===== src/rtl/aish_alarm_pkg.sv =====
// Shared definitions for the zone alarm controller.
//   NZONES    : number of zone lines coming from the 1-to-16 sensor demux.
//   state_t   : FSM state codes; these values also appear on the state output.
//   zone_index: returns the index of the lowest set bit of a zone vector.
package aish_alarm_pkg;

    localparam int NZONES = 16;

    typedef enum logic [2:0] {
        ST_DISARMED    = 3'd0,
        ST_EXIT_DELAY  = 3'd1,
        ST_ARMED       = 3'd2,
        ST_ENTRY_DELAY = 3'd3,
        ST_ALARM       = 3'd4
    } state_t;

    // At most one trip bit is set per cycle, so "lowest set bit" is the
    // tripping zone.
    function automatic logic [3:0] zone_index(input logic [NZONES-1:0] v);
        logic [3:0] idx;
        idx = '0;
        for (int i = NZONES - 1; i >= 0; i--) begin
            if (v[i]) idx = 4'(i);
        end
        return idx;
    endfunction

endpackage


===== src/rtl/aish_zone_debounce.sv =====
// Per-zone consecutive-hit filter for the scanned sensor demux.
// Ports:
//   clk, rst    : clock (rising edge), asynchronous active-high reset
//   zone_y      : demux outputs; only bit scan_sel is meaningful
//   scan_sel    : zone currently routed by the demux
//   scan_valid  : strobe, zone_y[scan_sel] is sampled on this cycle
//   trip_vec    : registered one-cycle pulse, bit i set when zone i qualifies
//
// Handshake: scan_valid is a single-cycle strobe with no ready/back-pressure;
// the line zone_y[scan_sel] is sampled on exactly the cycles it is high.
import aish_alarm_pkg::*;

module aish_zone_debounce #(
    parameter int HITS = 3
) (
    input  logic              clk,
    input  logic              rst,
    input  logic [NZONES-1:0] zone_y,
    input  logic [3:0]        scan_sel,
    input  logic              scan_valid,
    output logic [NZONES-1:0] trip_vec
);

    localparam int            HW      = $clog2(HITS + 1);
    localparam logic [HW-1:0] HITS_V  = HW'(HITS);
    localparam logic [HW-1:0] HITS_M1 = HW'(HITS - 1);
    localparam logic [HW-1:0] ONE     = HW'(1);

    logic [HW-1:0]     r_cnt [NZONES];
    logic [NZONES-1:0] r_trip_vec;
    logic              w_hit;
    logic [HW-1:0]     w_cur;

    assign w_hit = zone_y[scan_sel];
    assign w_cur = r_cnt[scan_sel];

    always_ff @(posedge clk or posedge rst) begin
        if (rst) begin
            for (int i = 0; i < NZONES; i++) r_cnt[i] <= '0;
            r_trip_vec <= '0;
        end else begin
            r_trip_vec <= '0;
            if (scan_valid) begin
                if (w_hit) begin
                    // Saturate at HITS; the trip fires only on the step that
                    // reaches HITS, so a held zone cannot re-trip until cleared.
                    if (w_cur != HITS_V) r_cnt[scan_sel] <= w_cur + ONE;
                    if (w_cur == HITS_M1) r_trip_vec[scan_sel] <= 1'b1;
                end else begin
                    r_cnt[scan_sel] <= '0;
                end
            end
        end
    end

    assign trip_vec = r_trip_vec;

endmodule


===== src/rtl/aish_zone_alarm_ctrl.sv =====
// Arm / exit / entry / alarm controller for the security monitor.
// Ports:
//   clk, rst      : clock (rising edge), asynchronous active-high reset
//   zone_y        : demux outputs; only bit scan_sel is meaningful
//   scan_sel      : zone currently routed by the demux
//   scan_valid    : one-cycle sample strobe for zone_y[scan_sel]
//   arm, disarm   : request pulses (disarm code checked upstream)
//   ack           : clears latched zones, honoured only while DISARMED
//   siren         : high in ALARM
//   armed         : high in ARMED, ENTRY_DELAY, ALARM
//   delay_active  : high in EXIT_DELAY, ENTRY_DELAY
//   state         : current FSM state code
//   alarm_zones   : sticky latched tripped zones
//   first_zone    : zone that caused the current or last alarm
import aish_alarm_pkg::*;

module aish_zone_alarm_ctrl #(
    parameter int              HITS         = 3,
    parameter int              EXIT_CYCLES  = 1000,
    parameter int              ENTRY_CYCLES = 500,
    parameter logic [NZONES-1:0] ENTRY_MASK = 16'h0001
) (
    input  logic              clk,
    input  logic              rst,
    input  logic [NZONES-1:0] zone_y,
    input  logic [3:0]        scan_sel,
    input  logic              scan_valid,
    input  logic              arm,
    input  logic              disarm,
    input  logic              ack,
    output logic              siren,
    output logic              armed,
    output logic              delay_active,
    output logic [2:0]        state,
    output logic [NZONES-1:0] alarm_zones,
    output logic [3:0]        first_zone
);

    localparam int            MAXD       = (EXIT_CYCLES > ENTRY_CYCLES) ? EXIT_CYCLES : ENTRY_CYCLES;
    localparam int            CW         = $clog2(MAXD + 1);
    localparam logic [CW-1:0] EXIT_LOAD  = CW'(EXIT_CYCLES - 1);
    localparam logic [CW-1:0] ENTRY_LOAD = CW'(ENTRY_CYCLES - 1);
    localparam logic [CW-1:0] ONE        = CW'(1);

    state_t            r_state;
    logic [CW-1:0]     r_delay;
    logic [NZONES-1:0] r_zones;
    logic [3:0]        r_first;

    logic [NZONES-1:0] w_trip_vec;
    logic              w_trip;
    logic              w_trip_alarm;
    logic [3:0]        w_trip_idx;
    logic              w_delay_done;

    aish_zone_debounce #(
        .HITS (HITS)
    ) u_debounce (
        .clk        (clk),
        .rst        (rst),
        .zone_y     (zone_y),
        .scan_sel   (scan_sel),
        .scan_valid (scan_valid),
        .trip_vec   (w_trip_vec)
    );

    assign w_trip       = |w_trip_vec;
    // A trip on any zone outside the entry mask goes straight to ALARM.
    assign w_trip_alarm = |(w_trip_vec & ~ENTRY_MASK);
    assign w_trip_idx   = zone_index(w_trip_vec);
    assign w_delay_done = (r_delay == '0);

    always_ff @(posedge clk or posedge rst) begin
        if (rst) begin
            r_state <= ST_DISARMED;
            r_delay <= '0;
            r_zones <= '0;
            r_first <= '0;
        end else if (disarm && (r_state != ST_DISARMED)) begin
            // disarm wins over arm and over any trip in the same cycle.
            r_state <= ST_DISARMED;
            r_delay <= '0;
        end else begin
            case (r_state)
                ST_DISARMED: begin
                    if (ack) begin
                        r_zones <= '0;
                        r_first <= '0;
                    end
                    if (arm && !disarm) begin
                        r_state <= ST_EXIT_DELAY;
                        r_delay <= EXIT_LOAD;
                    end
                end
                ST_EXIT_DELAY: begin
                    if (w_delay_done) r_state <= ST_ARMED;
                    else              r_delay <= r_delay - ONE;
                end
                ST_ARMED: begin
                    if (w_trip) begin
                        r_zones <= r_zones | w_trip_vec;
                        r_first <= w_trip_idx;
                        if (w_trip_alarm) begin
                            r_state <= ST_ALARM;
                        end else begin
                            r_state <= ST_ENTRY_DELAY;
                            r_delay <= ENTRY_LOAD;
                        end
                    end
                end
                ST_ENTRY_DELAY: begin
                    // first_zone keeps the entry zone even on escalation.
                    r_zones <= r_zones | w_trip_vec;
                    if (w_trip_alarm || w_delay_done) r_state <= ST_ALARM;
                    else                              r_delay <= r_delay - ONE;
                end
                ST_ALARM: begin
                    r_state <= ST_ALARM;
                end
                default: begin
                    r_state <= ST_DISARMED;
                end
            endcase
        end
    end

    assign state        = r_state;
    assign siren        = (r_state == ST_ALARM);
    assign armed        = (r_state == ST_ARMED) || (r_state == ST_ENTRY_DELAY) || (r_state == ST_ALARM);
    assign delay_active = (r_state == ST_EXIT_DELAY) || (r_state == ST_ENTRY_DELAY);
    assign alarm_zones  = r_zones;
    assign first_zone   = r_first;

endmodule


===== config.mk =====
export PLATFORM = sky130hd
export DESIGN_NAME = aish_zone_alarm_ctrl
export DESIGN_NICKNAME = d
export VERILOG_FILES = /design/src/rtl/aish_alarm_pkg.sv /design/src/rtl/aish_zone_debounce.sv /design/src/rtl/aish_zone_alarm_ctrl.sv
export SDC_FILE = /design/constraint.sdc
export NUM_CORES = 1
export LEC_CHECK = 0
export ABC_AREA = 1
export CAP_MARGIN = 15
export CORE_ASPECT_RATIO = 0.7
export CORE_MARGIN = 1
export CORE_UTILIZATION = 35
export CTS_BUF_LIST = sky130_fd_sc_hd__clkbuf_8
export DETAILED_ROUTE_END_ITERATION = 6
export SKIP_LAST_GASP = 1
export SYNTH_ARGS = -nofsm -noshare
export SYNTH_HDL_FRONTEND = slang
export SYNTH_HIERARCHICAL = 1
export SYNTH_SLANG_ARGS = --single-unit

===== constraint.sdc =====
create_clock -name clk -period 3.95 [get_ports clk]
set_clock_uncertainty 0.2 [all_clocks]
set_input_delay 0.79 -clock clk [delete_from_list [all_inputs] [get_ports clk]]
set_output_delay 0.79 -clock clk [all_outputs]
set_load 0.005 [all_outputs]

==> results.md <==
- Status: completed
- Layout Cell Area excl Fill: 5700 sq um
- Detail-routed via count per cell: 4.85
- Worst setup path start: state[2]
- Largest net degree at the start of global routing: 50
- Clock Pin Slew Worst Setup and Hold Paths: 0.08 ns
- Placed Area: 5480 sq um
- Clock latency at the later pin of the worst-skew pair: 0.36 ns
- TritonCTS clock tree: done
- Area taken by multi-input logic gates: 2360 sq um
- Kind of capture point of the worst setup path: output port
- Global route total overflow: 0
- Top-Level Pins: 52
- Number of global-route vias before repair: 3931
- Final-layout setup total negative slack: 0 ns
- Area share of the largest cell type after synthesis: 0.423
- Ant. Diodes: 0
- Number of H-tree levels: 3
- Number of max-cap violations: 0
- Share of the clock period used by the worst path: 0.873
- TritonCTS Buffers: 9
- Drt drc: 0
- Maximum VDD drop: 255 uV
- Routed wire length: 11.4 mm
- Number of storage elements in the synthesis netlist: 81
- Hold_ws: 0.276 ns
- Post-Synthesis Cell Area: 4790 sq um
- Share of synthesized area occupied by flip-flops and latches: 0.423
- Share of final-layout standard cells stronger than drive strength 1: 0.151
- Gr usage total: 0.172
- Synth cell types: 40
- Final hold violation count: 0
- Proportion of power drawn by the clock network: 0.236
- Number of antenna violations at the first check in global routing: 0
- Worst path slowest cell: clkdlybuf4s50_1
- Reg power frac: 0.390
- Number of buffers added for setup after CTS: 0
- DPL Wire Length: 8.34 mm
- Power Dens Cells: 477 nW/um^2
- Peak clock frequency supported by timing: 0.290 GHz
- Internal power: 1630 uW
- Routed Antenna Nets: 0
- Die height: 99.9 um
- Drt initial violations: 207
- Fraction of the mapped netlist area in compound gates: 0.0810
- First drt pass iteration count: 5
- Min-Delay Path Class: reg2reg
- Count of hold buffers inserted by post-cts repair: 0
- Width of the die: 142 um
- Utilization after layout: 0.430
- Post-Synth Simple-Gate Area: 0.398
- Maximum fanout along the worst path: 17
- Ys async rst share: 1.00
- Library cell with the highest instance count after synthesis: nand2_1
- Routed length per instance: 13.4 um
- Fin. max-slew vios: 0
- CTS Root Cell: clkbuf_8
- Pin slew with the least headroom to its limit: 0.932 ns
- Data required time at the worst endpoint: 2.96 ns
- Filler cell count in the final layout: 1329
- Cells resized by post-CTS repair: 0
- Leakage: 0.00277 uW
- Count of port buffers added during placement: 51
- Gpl congestion: 0.865
- Crit Reg-Reg Startpoint: state[2]
- Critical Setup Path Class: reg2out
- Clock sink count: 81
- Dominant combinational cell family by area after synthesis: simple AND/OR/NAND/NOR gates
- Top cells by area in the synthesized netlist: dfrtp_1, nand2_1, nand4_1
- Final Net Count: 691
- Sequential cell area: 2030 sq um
- Final critical path time including I/O delays and setup: 3.45 ns
- Combinational share of power: 0.374
- CP peak stage delay: 0.47 ns
- Post-Synthesis Mean Instance Area: 7.84 sq um
- Placed cell count: 835
- Die ar.: 14200 sq um
- Initial core utilization: 0.361
- Count of flip-flops with a built-in enable after synthesis: 0
- Number of cell rows: 35
- Sw Pwr: 1090 uW
- Count of yosys warnings during synthesis: 6
- Sw Ratio: 0.401
- Vias after detailed routing: 4135
- Setup repair after global routing missed its margin: no
- Source of the worst hold timing path: r_delay[0]
- Core Box Area: 13300 sq um
- Maximum root-to-sink buffer count: 2
- Main synth FF type: dfrtp_1
- R2R Setup Slk: 1.46 ns
- Most instantiated cells after synthesis: nand2_1, dfrtp_1, inv_1
- Fraction of synthesized area in multiplexers: 0
- Area leader, netlist: dfrtp_1
- Post-synthesis adder-cell area fraction: 0.00784
- Most frequent cell on the critical path: nand2_1
- Nature of the critical path startpoint: flop
- Synth Area in XOR/XNOR: 0.00549
- Number of standard cells in the final layout excluding fillers: 852
- Critical path, cell by cell: inv_1, nand2_1, inv_2, nand2_1, nand2_1, inv_2, nand2_1, clkdlybuf4s50_1
- Area Overhead vs Synth: 19.1%
- Tightest slew margin relative to the limit: 0.377
- Arrival time reported for the critical path endpoint: 2.46 ns
- Gate count of the mapped netlist: 611
- Synthesized net count: 640
- First-pass GRT wire length: 19.2 mm
- Total setup violations reported at the end of the flow: 0
==> sequential cells by signal, summed over array words and instances (netlist names) <==
| name | cells |
|---|---|
| r_delay | 10 |
| u_debounce/r_cnt | 32 |
| u_debounce/trip_vec | 16 |
| alarm_zones | 16 |
| state | 3 |
| first_zone | 4 |
==> metrics by stage <==
step	total power, uW	setup slack, ns
after floorplan	1880	1.16
after global placement	2070	0.537
after detailed placement	2090	0.443
after CTS	2750	0.449
after global routing	2920	0.340
final	2720	0.500
==> final timing paths <==
path                                        end  cells after the start
hold / removal                       r_delay[0]                      2
max in group asynchronous  u_debounce/r_cnt[31]                      4
min in group asynchronous            r_delay[2]                      2
setup reg to reg                alarm_zones[13]                      7
setup / recovery                          armed                      8
hold reg to reg                      r_delay[0]                      2
==> power groups by stage <==
stage	registers [uW]	clock network, uW	logic, uW
after global placement	1070	0	999
after global routing	1080	700	1140
after CTS	1060	668	1020
after detailed placement	1070	0	1020
final	1060	641	1020
after floorplan	1040	0	834
==> layer usage <==
layer / part of all wire / global-route usage
met3: 0.049 / 0.0344
met5: 0 / 0
met1: 0.51 / 0.245
met4: 0.014 / 0.0538
met2: 0.43 / 0.262
==> kinds of logic (layout without fill, tap and decap cells) <==
family,after synthesis,count (layout)
xor+xnor,3,3
compound gates,43,43
fa+ha+maj,3,3
flops,81,81
buf+inv,86,142
simple gates,395,395
==> cell type report <==
cell class,count,share of cell area
repair buffers,62,0.110
clock buffers,11,0.0265
flip-flops and latches,81,0.355
multi-input cells,444,0.414
clock inverters,5,0.0105
well taps,185,0.0406
inverters,64,0.0434
==> cells in the final DEF, fill, tap and decap left out, types with 8 or more instances in the layout <==
cell	Yosys	final
nand2_1	241	241
clkdlybuf4s50_1	0	51
buf_4	4	8
inv_2	8	8
o21ai_0	8	8
nor3_1	9	9
inv_1	52	51
nor2_1	29	29
nor3_2	14	14
nand4_1	36	36
dfrtp_1	81	81
a22oi_2	16	16
nand3_1	31	31
clkbuf_8	0	11
==> worst max-delay path: cells and delay by family, from the launching register on <==
family                 cells  cell delay (ns)
buffers and inverters      4             1.05
DFF                        1             0.43
and+or+nand+nor            4             0.62
Note: power is estimated with default switching activity, not from simulation.
